$ cat src/rtl/vid_frame_writer.sv
`default_nettype none
// +--------------------------------------------------------------------------+
// | vid_frame_writer                                                         |
// | Crops a pixel stream to a window, packs PPW pixels per word and writes   |
// | each line over a pipelined Wishbone master at base + line*stride.        |
// | Rev 1.0                                                                  |
// +--------------------------------------------------------------------------+
module vid_frame_writer #(
  parameter int DW     = 32,
  parameter int PW     = 32,
  parameter int AW     = 30,
  parameter int LGFIFO = 5,
  parameter int LGDIM  = 12
) (
  input  logic              i_clk,
  input  logic              i_reset,
  input  logic              i_en,
  input  logic              i_continuous,
  input  logic [AW-1:0]     i_base,
  input  logic [AW-1:0]     i_stride,
  input  logic [LGDIM-1:0]  i_first_x,
  input  logic [LGDIM-1:0]  i_first_y,
  input  logic [LGDIM-1:0]  i_xcount,
  input  logic [LGDIM-1:0]  i_ycount,
  input  logic              i_pix_valid,
  input  logic [PW-1:0]     i_pix_data,
  input  logic              i_pix_eol,
  input  logic              i_pix_eof,
  output logic              o_wb_cyc,
  output logic              o_wb_stb,
  output logic              o_wb_we,
  output logic [AW-1:0]     o_wb_addr,
  output logic [DW-1:0]     o_wb_data,
  output logic [DW/8-1:0]   o_wb_sel,
  input  logic              i_wb_ack,
  input  logic              i_wb_stall,
  input  logic              i_wb_err,
  output logic              o_busy,
  output logic              o_frame_done,
  output logic              o_overflow,
  output logic              o_err
);

  localparam int c_PPW   = DW / PW;
  localparam int c_SW    = DW / 8;
  localparam int c_PB    = PW / 8;
  localparam int c_SLW   = (c_PPW > 1) ? $clog2(c_PPW) : 1;
  localparam int c_DEPTH = 1 << LGFIFO;
  localparam int c_FW    = AW + c_SW + DW;
  localparam logic [LGFIFO:0] c_FULL    = {1'b1, {LGFIFO{1'b0}}};
  localparam logic [LGFIFO:0] c_OUT_ONE = (LGFIFO+1)'(1);
  localparam logic [LGDIM:0]  c_X_ONE   = (LGDIM+1)'(1);

  typedef enum logic [1:0] {
    S_IDLE   = 2'd0,
    S_SYNC   = 2'd1,
    S_ACTIVE = 2'd2,
    S_DRAIN  = 2'd3
  } state_t;

  state_t            r_state;
  logic              r_en_d, r_frame_done, r_overflow, r_err;
  logic [LGDIM-1:0]  r_x, r_y;
  logic [LGDIM-1:0]  r_fx, r_fy, r_xc, r_yc;
  logic [AW-1:0]     r_stride, r_line_addr, r_widx;
  logic [c_SLW-1:0]  r_slot;
  logic [DW-1:0]     r_word;
  logic [c_SW-1:0]   r_sel;
  logic [LGFIFO:0]   r_wp, r_rp, r_outst;
  logic [c_FW-1:0]   r_mem [c_DEPTH];

  logic [DW-1:0]     w_word;
  logic [c_SW-1:0]   w_sel;
  logic [LGDIM:0]    w_x1, w_y1, w_xend, w_yend;
  logic              w_in_win, w_last, w_cap, w_push_req, w_push, w_pop, w_ack;
  logic              w_empty, w_full, w_stb, w_cyc, w_err, w_drained, w_latch;
  logic [AW-1:0]     w_push_addr;
  logic [c_FW-1:0]   w_head;

  // Window bounds are compared one bit wider so first+count never wraps.
  assign w_x1   = {1'b0, r_x};
  assign w_y1   = {1'b0, r_y};
  assign w_xend = {1'b0, r_fx} + {1'b0, r_xc};
  assign w_yend = {1'b0, r_fy} + {1'b0, r_yc};
  assign w_in_win = (w_x1 >= {1'b0, r_fx}) && ((r_xc == '0) || (w_x1 < w_xend)) &&
                    (w_y1 >= {1'b0, r_fy}) && ((r_yc == '0) || (w_y1 < w_yend));
  assign w_last = i_pix_eol || ((r_xc != '0) && ((w_x1 + c_X_ONE) == w_xend));

  assign w_empty   = (r_wp == r_rp);
  assign w_full    = ((r_wp - r_rp) == c_FULL);
  assign w_stb     = !w_empty && !i_reset;
  assign w_cyc     = (!w_empty || (r_outst != '0)) && !i_reset;
  assign w_err     = i_wb_err && w_cyc;
  assign w_pop     = w_stb && !i_wb_stall;
  assign w_ack     = i_wb_ack && (r_outst != '0);
  assign w_drained = w_empty && (r_outst == '0);

  assign w_cap       = (r_state == S_ACTIVE) && i_pix_valid && w_in_win && !w_err;
  assign w_push_req  = w_cap && ((r_slot == c_SLW'(c_PPW-1)) || w_last);
  assign w_push      = w_push_req && !w_full;
  assign w_push_addr = r_line_addr + r_widx;
  assign w_latch     = ((r_state == S_SYNC) && i_en && i_pix_valid && i_pix_eof) ||
                       ((r_state == S_DRAIN) && !w_err && w_drained && i_continuous && i_en);

  // First window pixel of a word lands in the most significant slot.
  always_comb begin
    w_word = r_word;
    w_sel  = r_sel;
    for (int k = 0; k < c_PPW; k++) begin
      if (r_slot == c_SLW'(k)) begin
        w_word[DW-1-k*PW -: PW]     = i_pix_data;
        w_sel[c_SW-1-k*c_PB -: c_PB] = '1;
      end
    end
  end

  always_ff @(posedge i_clk) begin
    if (w_push) r_mem[r_wp[LGFIFO-1:0]] <= {w_push_addr, w_sel, w_word};
  end

  assign w_head    = r_mem[r_rp[LGFIFO-1:0]];
  assign o_wb_cyc  = w_cyc;
  assign o_wb_stb  = w_stb;
  assign o_wb_we   = 1'b1;
  assign o_wb_addr = w_stb ? w_head[c_FW-1 -: AW] : '0;
  assign o_wb_sel  = w_stb ? w_head[DW+c_SW-1 -: c_SW] : '0;
  assign o_wb_data = w_stb ? w_head[DW-1:0] : '0;

  always_ff @(posedge i_clk) begin
    if (i_reset) begin
      r_wp    <= '0;
      r_rp    <= '0;
      r_outst <= '0;
    end else if (w_err) begin
      r_rp    <= r_wp;
      r_outst <= '0;
    end else begin
      if (w_push) r_wp <= r_wp + c_OUT_ONE;
      if (w_pop)  r_rp <= r_rp + c_OUT_ONE;
      case ({w_pop, w_ack})
        2'b10:   r_outst <= r_outst + c_OUT_ONE;
        2'b01:   r_outst <= r_outst - c_OUT_ONE;
        default: r_outst <= r_outst;
      endcase
    end
  end

  // Stream position runs continuously so capture can start at any frame boundary.
  always_ff @(posedge i_clk) begin
    if (i_reset) begin
      r_x <= '0;
      r_y <= '0;
    end else if (i_pix_valid) begin
      if (i_pix_eol) begin
        r_x <= '0;
        r_y <= i_pix_eof ? '0 : r_y + LGDIM'(1);
      end else begin
        r_x <= r_x + LGDIM'(1);
      end
    end
  end

  always_ff @(posedge i_clk) begin
    if (i_reset) begin
      r_state      <= S_IDLE;
      r_en_d       <= 1'b0;
      r_frame_done <= 1'b0;
      r_overflow   <= 1'b0;
      r_err        <= 1'b0;
      r_fx         <= '0;
      r_fy         <= '0;
      r_xc         <= '0;
      r_yc         <= '0;
      r_stride     <= '0;
      r_line_addr  <= '0;
      r_widx       <= '0;
      r_slot       <= '0;
      r_word       <= '0;
      r_sel        <= '0;
    end else begin
      r_en_d       <= i_en;
      r_frame_done <= 1'b0;
      if (i_en && !r_en_d) begin
        r_overflow <= 1'b0;
        r_err      <= 1'b0;
      end
      if (w_push_req && w_full) r_overflow <= 1'b1;
      if (w_err)                r_err      <= 1'b1;

      if (w_latch) begin
        r_fx        <= i_first_x;
        r_fy        <= i_first_y;
        r_xc        <= i_xcount;
        r_yc        <= i_ycount;
        r_stride    <= i_stride;
        r_line_addr <= i_base;
        r_widx      <= '0;
        r_slot      <= '0;
        r_word      <= '0;
        r_sel       <= '0;
      end else if (w_cap) begin
        if (w_push_req) begin
          r_slot <= '0;
          r_word <= '0;
          r_sel  <= '0;
          if (w_last) begin
            r_widx      <= '0;
            r_line_addr <= r_line_addr + r_stride;
          end else begin
            r_widx <= r_widx + AW'(1);
          end
        end else begin
          r_slot <= r_slot + c_SLW'(1);
          r_word <= w_word;
          r_sel  <= w_sel;
        end
      end

      case (r_state)
        S_IDLE: if (i_en) r_state <= S_SYNC;
        S_SYNC: begin
          if (!i_en)        r_state <= S_IDLE;
          else if (w_latch) r_state <= S_ACTIVE;
        end
        S_ACTIVE: begin
          if (w_err)                           r_state <= i_en ? S_SYNC : S_IDLE;
          else if (i_pix_valid && i_pix_eof)   r_state <= S_DRAIN;
        end
        S_DRAIN: begin
          if (w_err) begin
            r_state <= i_en ? S_SYNC : S_IDLE;
          end else if (w_drained) begin
            r_frame_done <= 1'b1;
            r_state      <= w_latch ? S_ACTIVE : S_IDLE;
          end
        end
        default: r_state <= S_IDLE;
      endcase
    end
  end

  assign o_busy       = (r_state != S_IDLE);
  assign o_frame_done = r_frame_done;
  assign o_overflow   = r_overflow;
  assign o_err        = r_err;

endmodule
`default_nettype wire

$ cat config.mk
export PLATFORM = sky130hd
export DESIGN_NAME = vid_frame_writer
export DESIGN_NICKNAME = d
export VERILOG_FILES = /design/src/rtl/vid_frame_writer.sv
export SDC_FILE = /design/constraint.sdc
export NUM_CORES = 2
export LEC_CHECK = 0
export CAP_MARGIN = 25
export CORE_MARGIN = 3
export CORE_UTILIZATION = 64
export CTS_BUF_LIST = sky130_fd_sc_hd__clkbuf_4 sky130_fd_sc_hd__clkbuf_8
export DETAILED_ROUTE_END_ITERATION = 8
export PLACE_DENSITY = 0.82
export SYNTH_ARGS = -nofsm -noshare
export SYNTH_HDL_FRONTEND = slang
export SYNTH_SLANG_ARGS = --single-unit
$ cat constraint.sdc
create_clock -name i_clk -period 7.8 [get_ports i_clk]
set_input_delay 1.56 -clock i_clk [delete_from_list [all_inputs] [get_ports i_clk]]
set_output_delay 1.56 -clock i_clk [all_outputs]
set_load 0.01 [all_outputs]
* Word level (Yosys, flattened, before mapping)
Memories as Yosys holds them, arrays and structs flattened. A register that Yosys moved wholly into a read port is not among the register bits. Index checks and enable logic that the tools add are counted.
Word-level totals: flip-flop bits (word level) 223, output and inout bits 73, memories 1, bits in writable memories 2112
Cells by class: bitwise operators 3, multiplexer cells 36, reductions and logical operators 59, equal/unequal tests 12, order comparisons 4, add/sub/neg operators 14
Memories:
- r_mem | words 32, width 66, read ports 1, clocked after Yosys merged registers in 1, wr ports 1, RTL line 70 | logic [c_FW-1:0] r_mem [c_DEPTH];
Operator list (number):
- 30-bit two-way mux | 6
- 32-bit two-way mux | 3
- 30-bit adder | 2
- 30-bit by 1-bit adder with 30-bit output, second input constant | 1
- 12-bit by 12-bit adder with 13-bit output | 2
- 12-bit by 13-bit less-than comparator with 1-bit output | 2
- 1-bit logical AND | 25
- 12-bit by 1-bit adder with 12-bit output, second input constant | 2
- 12-bit greater-or-equal comparator | 2
- 12-bit zero test | 2
- 12-bit two-way mux | 2
- 6-bit by 1-bit adder with 6-bit output, second input constant | 3
- 2-bit two-way mux | 8
- 2-bit nonzero test | 8
- 12-bit by 1-bit adder with 13-bit output, second input constant | 1
- 13-bit equality test | 1
- 4-bit two-way mux | 3
- 6-bit two-way mux | 2
- 6-bit one-hot mux with 2 select lines | 1
- 12-bit nonzero test | 1
- 5-bit two-way mux | 2
- 1-bit two-way mux | 8
- 2-bit one-hot mux with 4 select lines | 1
- 2-bit equality test, second input constant | 3
- other kinds (20) | 37

* Logic depth before layout (Yosys ltp)
depth in word-level cells 15, depth in mapped cells 23, gate-level depth less buffers 21

* Worst setup path before layout
No wires, ideal clock.
kind register to register, start point reg r_fy[0], end point mem r_mem[19][0] (netlist bit), enable pin, cell stages (with the launch flop) 21, path slack 1923 ps, data required time 7368 ps, path buffers 1, data arrival time 5445 ps, path through dfxtp_1 ha_1 inv_1 fa_1 nor2b_1 o21ai_0 a21boi_0 o21ai_0 o21ai_0 a21o_1 a21o_1 a21oi_1 xor2_1 ha_1 a2111o_1 a21oi_1 a211oi_1 or3_1 nor3b_2 clkbuf_1 and3_1
On the way: longest elaborated chain between the ends 10, elaborated cells between the ends (all ways) 12
Ends and longest elaborated chain:
- start, declared | RTL line 64 | logic [LGDIM-1:0] r_fx, r_fy, r_xc, r_yc;
- start signal, assigned | RTL line 192 | r_fy <= i_first_y;
- 12-bit by 12-bit adder with 13-bit output | RTL line 84 | assign w_yend = {1'b0, r_fy} + {1'b0, r_yc};
- 12-bit by 13-bit less-than comparator with 1-bit output | RTL line 86 | (w_y1 >= {1'b0, r_fy}) && ((r_yc == '0) || (w_y1 < w_yend));
- 1-bit logical OR | RTL line 86
- 1-bit logical AND (*) | RTL line 86
- 1-bit logical AND (*) (2 in a row) | RTL line 98 | assign w_cap = (r_state == S_ACTIVE) && i_pix_valid && w_in_win && !w_err;
- 1-bit logical AND (*) | RTL line 99 | assign w_push_req = w_cap && ((r_slot == c_SLW'(c_PPW-1)) || w_last);
- 1-bit logical AND (*) | RTL line 100 | assign w_push = w_push_req && !w_full;
- 1-bit two-way mux (*) | RTL line 118 | if (w_push) r_mem[r_wp[LGFIFO-1:0]] <= {w_push_addr, w_sel, w_word};
- 1-bit two-way mux (implied by the code) (*) | RTL line 118
- end, declared | RTL line 70
Mark *: on every way between the ends. The rest lies on a longest branch, timed or not.

==> impl_metrics.csv <==
group,metric,value,unit
outcome,status,"finished, final reports clean",
logic_synthesis,yosysTopAreaCellShare,0.666,
floorplanning,ios,223,
routing,detail-route-antenna-nets,0,
finish,nFillCells,7673,
worst_setup_path,critPathLaunchType,"flip-flop",
global_routing,grt_pass1_vias,53800,
pwr,power.share.clock,0.322,
clock_network,cts_hold_buf,0,
place,io_buffer_count,221,
sta,relSlewSlack,0.269,
worst_setup_path,crit_path_end_kind,"output pin",
logic_synthesis,seq_area_frac_synth,0.714,
place,pre_cts_ws,1590,ps
floorplanning,coreArea,147000,sq um
sta,fin_crit_sh,0.820,
logic_synthesis,synth.avg_cell_area,19.1,sq um
finish,drive_gt1_frac,0.256,
clock_network,clkSinkCount,2340,
logic_synthesis,ys_warn_count,0,
worst_setup_path,path_class,"reg2out",
clock_network,clk_path_buf_depth,4,
global_routing,grt_first_pass_wirelength,372000,microns
logic_synthesis,synthesis.nets,5293,
clock_network,htree_levels,5,
worst_setup_path,arrival,4840,ps
sta,hold_violations,0,
logic_synthesis,synth_area_leader_cell,"edfxtp_1",
pwr,p_leak,34.5,nW
routing,vias_per_cell,7.07,
place,hpwl,148000,microns
clock_network,post_cts_resized,0,
floorplanning,fp.dieH,392,microns
worst_setup_path,crit_required,6240,ps
routing,num_vias,54100,
sta,setup_viol,0,
logic_synthesis,ys_ff_latch,2340,
routing,drtIter0Drc,8124,
pwr,pwr-share-comb,0.230,
logic_synthesis,yosysUniqueCellTypes,86,
routing,routedWlPerCell,34.0,microns
finish,seq_area,68000,sq um
global_routing,grt_usage,0.339,
pwr,p_int,22.5,mW
floorplanning,die_area,154000,sq um
logic_synthesis,synth_area,95300,sq um
routing,drt_first_pass_iters,5,
clock_network,cts_inserted_buffers,366,
clock_network,cts_tree,"done",
clock_network,postCtsSetupBuffers,0,
pwr,seqPwrFrac,0.448,
global_routing,grt_max_degree,89,
clock_network,cts_root_buffer,"clkbuf_8",
floorplanning,fp-row-count,140,
sta,worst_pin_slew,1100,ps
clock_network,worstSkewPairLatency,1060,ps
finish,nets,5759,
logic_synthesis,syn_inst,4991,
run,cap_violations,0,
logic_synthesis,synthFlopType,"edfxtp_1",
worst_setup_path,reg2reg_from,"r_fy[0]",
logic_synthesis,synthArstFlopShare,0,
pwr,ir_drop,0.180,mV
floorplanning,chipWidth,392,microns
global_routing,grt_overflow,0,
routing,wirelength,260000,microns
pwr,design_power_total,31.7,mW
finish,multi_input_area,26600,sq um
sta,slew_viol_final,0,
worst_setup_path,worstPathMaxFanout,46,
floorplanning,start_util,0.649,
sta,fin_setup_tns,0,ps
min_path,hold_class,"reg2reg",
min_path,min_from,"r_word[14]",
sta,fin_crit,6400,ps
pwr,switchingPower,9.16,mW
finish,fin_util,0.737,
sta,clock.fmax,156,MHz
place,gp_congestion,0.877,
logic_synthesis,ys_top_cells_by_area,"edfxtp_1 67%, mux4_2 16%, dfxtp_1 4.8%",
routing,drc_errors,0,
global_routing,antenna_found_initial,14,
finish,area_growth,13.6,%
pwr,pwr_density_cell,292,nW/um^2
clock_network,clk_pin_slew,70,ps
sta,setup_ws,1400,ps
sta,rsz0062_at_grt,"no",
min_path,hold_depth,1,
logic_synthesis,synth_edf_count,2112,
worst_setup_path,reg2reg_depth,21,
sta,worst_clock_skew,77.3,ps
pwr,swShare,0.289,
[power groups by stage]
stage	clock, mW	combinational (mW)	sequential, mW
3_5_place_dp	0	7.04	14.5
5_1_grt	10.7	7.58	14.2
3_3_place_gp	0	6.82	14.5
6_report	10.2	7.29	14.2
2_1_floorplan	0	4.52	14.2
4_1_cts	10.2	7.12	14.2
[metal layers]
metal  track usage  wire [microns]
met1         0.465           88600
met2         0.536          127000
met3        0.0832           33500
met4         0.129           10700
met5             0             102
[critical path: stages (launching register included)]
cell and delay [ps]:
dfxtp_4 580, buf_16 320, buf_12 390, buf_4 400, mux4_2 610, mux4_2 570, mux2i_1 220, nor2_1 70
clkdlybuf4s50_1 510
[final timing paths]
path / endpoint / slack (ps)
max reg2reg: r_mem[16][51] / 1610
min reg2reg: r_word[14] / 460
max: o_wb_addr[24] / 1400
min: r_word[14] / 460
[registers in the layout (all words and copies together), names as in the netlist, 12 cells and up, named ones only]
| name | count |
|---|---|
| r_fx | 12 |
| r_mem | 2112 |
| r_fy | 12 |
| r_word | 32 |
| r_stride | 30 |
| r_y | 12 |
| r_widx | 30 |
| r_line_addr | 30 |
| r_xc | 12 |
| r_x | 12 |
| r_yc | 12 |
[layout make-up]
class / count / share of cell area
inverters: 69 / 0.00239
multi-input cells: 2330 / 0.246
repair buffers: 350 / 0.0371
flip-flops and latches: 2340 / 0.628
clock buffers: 480 / 0.0553
clock inverters: 155 / 0.00863
well taps: 1917 / 0.0222
diodes: 4 / 0.0000925
[through the flow]
step / hold slack [ps] / cells / area [sq um]
final: 458 / 7645 / 108000
after global routing: 469 / 7642 / 108000
after detailed placement: 435 / 6985 / 101000
after floorplan: 420 / 4991 / 95300
after CTS: 458 / 7620 / 108000
after global placement: 433 / 6982 / 101000
[synthesized netlist by cell type, types with 24 or more instances]
cell type / count
xor2_1: 44
buf_1: 67
mux4_2: 660
a21o_1: 38
dfxtp_1: 228
inv_1: 68
a21oi_1: 186
nor3_1: 34
a211oi_1: 45
nand3_1: 70
nand2_1: 252
edfxtp_1: 2112
clkbuf_1: 168
mux2i_1: 111
o21ai_0: 54
and3_1: 56
and2_1: 45
ha_1: 147
nand4_1: 24
mux2_2: 34
xnor2_1: 63
nor2_1: 224
[cell usage in the layout (no fill, tap or decap), types with 41 or more instances in the layout]
cell type / Yosys / final
xnor2_1: 63 / 42
o21ai_0: 54 / 54
ha_1: 147 / 147
clkbuf_4: 0 / 99
inv_1: 68 / 68
mux4_2: 660 / 660
xor2_1: 44 / 41
nand3_1: 70 / 69
a21oi_1: 186 / 185
nand2_1: 252 / 251
and2_1: 45 / 45
dfxtp_1: 228 / 222
clkbuf_8: 0 / 381
clkinv_2: 0 / 51
clkdlybuf4s50_1: 0 / 220
clkinv_1: 1 / 88
nor2_1: 224 / 223
edfxtp_1: 2112 / 2112
buf_12: 0 / 58
a211oi_1: 45 / 45
mux2i_1: 111 / 111
buf_4: 5 / 65
[kinds of logic (layout without fill, tap and decap cells)]
logic type                 Yosys count  after routing  share of synthesized area
AOI/OAI and AO/OA                  434            434                     0.0289
adders and majority gates          152            152                     0.0204
and+or+nand+nor                    825            825                     0.0412
other                                1              5                  0.0000394
DFF                               2340           2340                      0.714
buffers and inverters              321           1054                     0.0130
xor gates and xnor gates           112            112                     0.0110
muxes                              806            806                      0.172
Power figures use the tool's default switching activity.
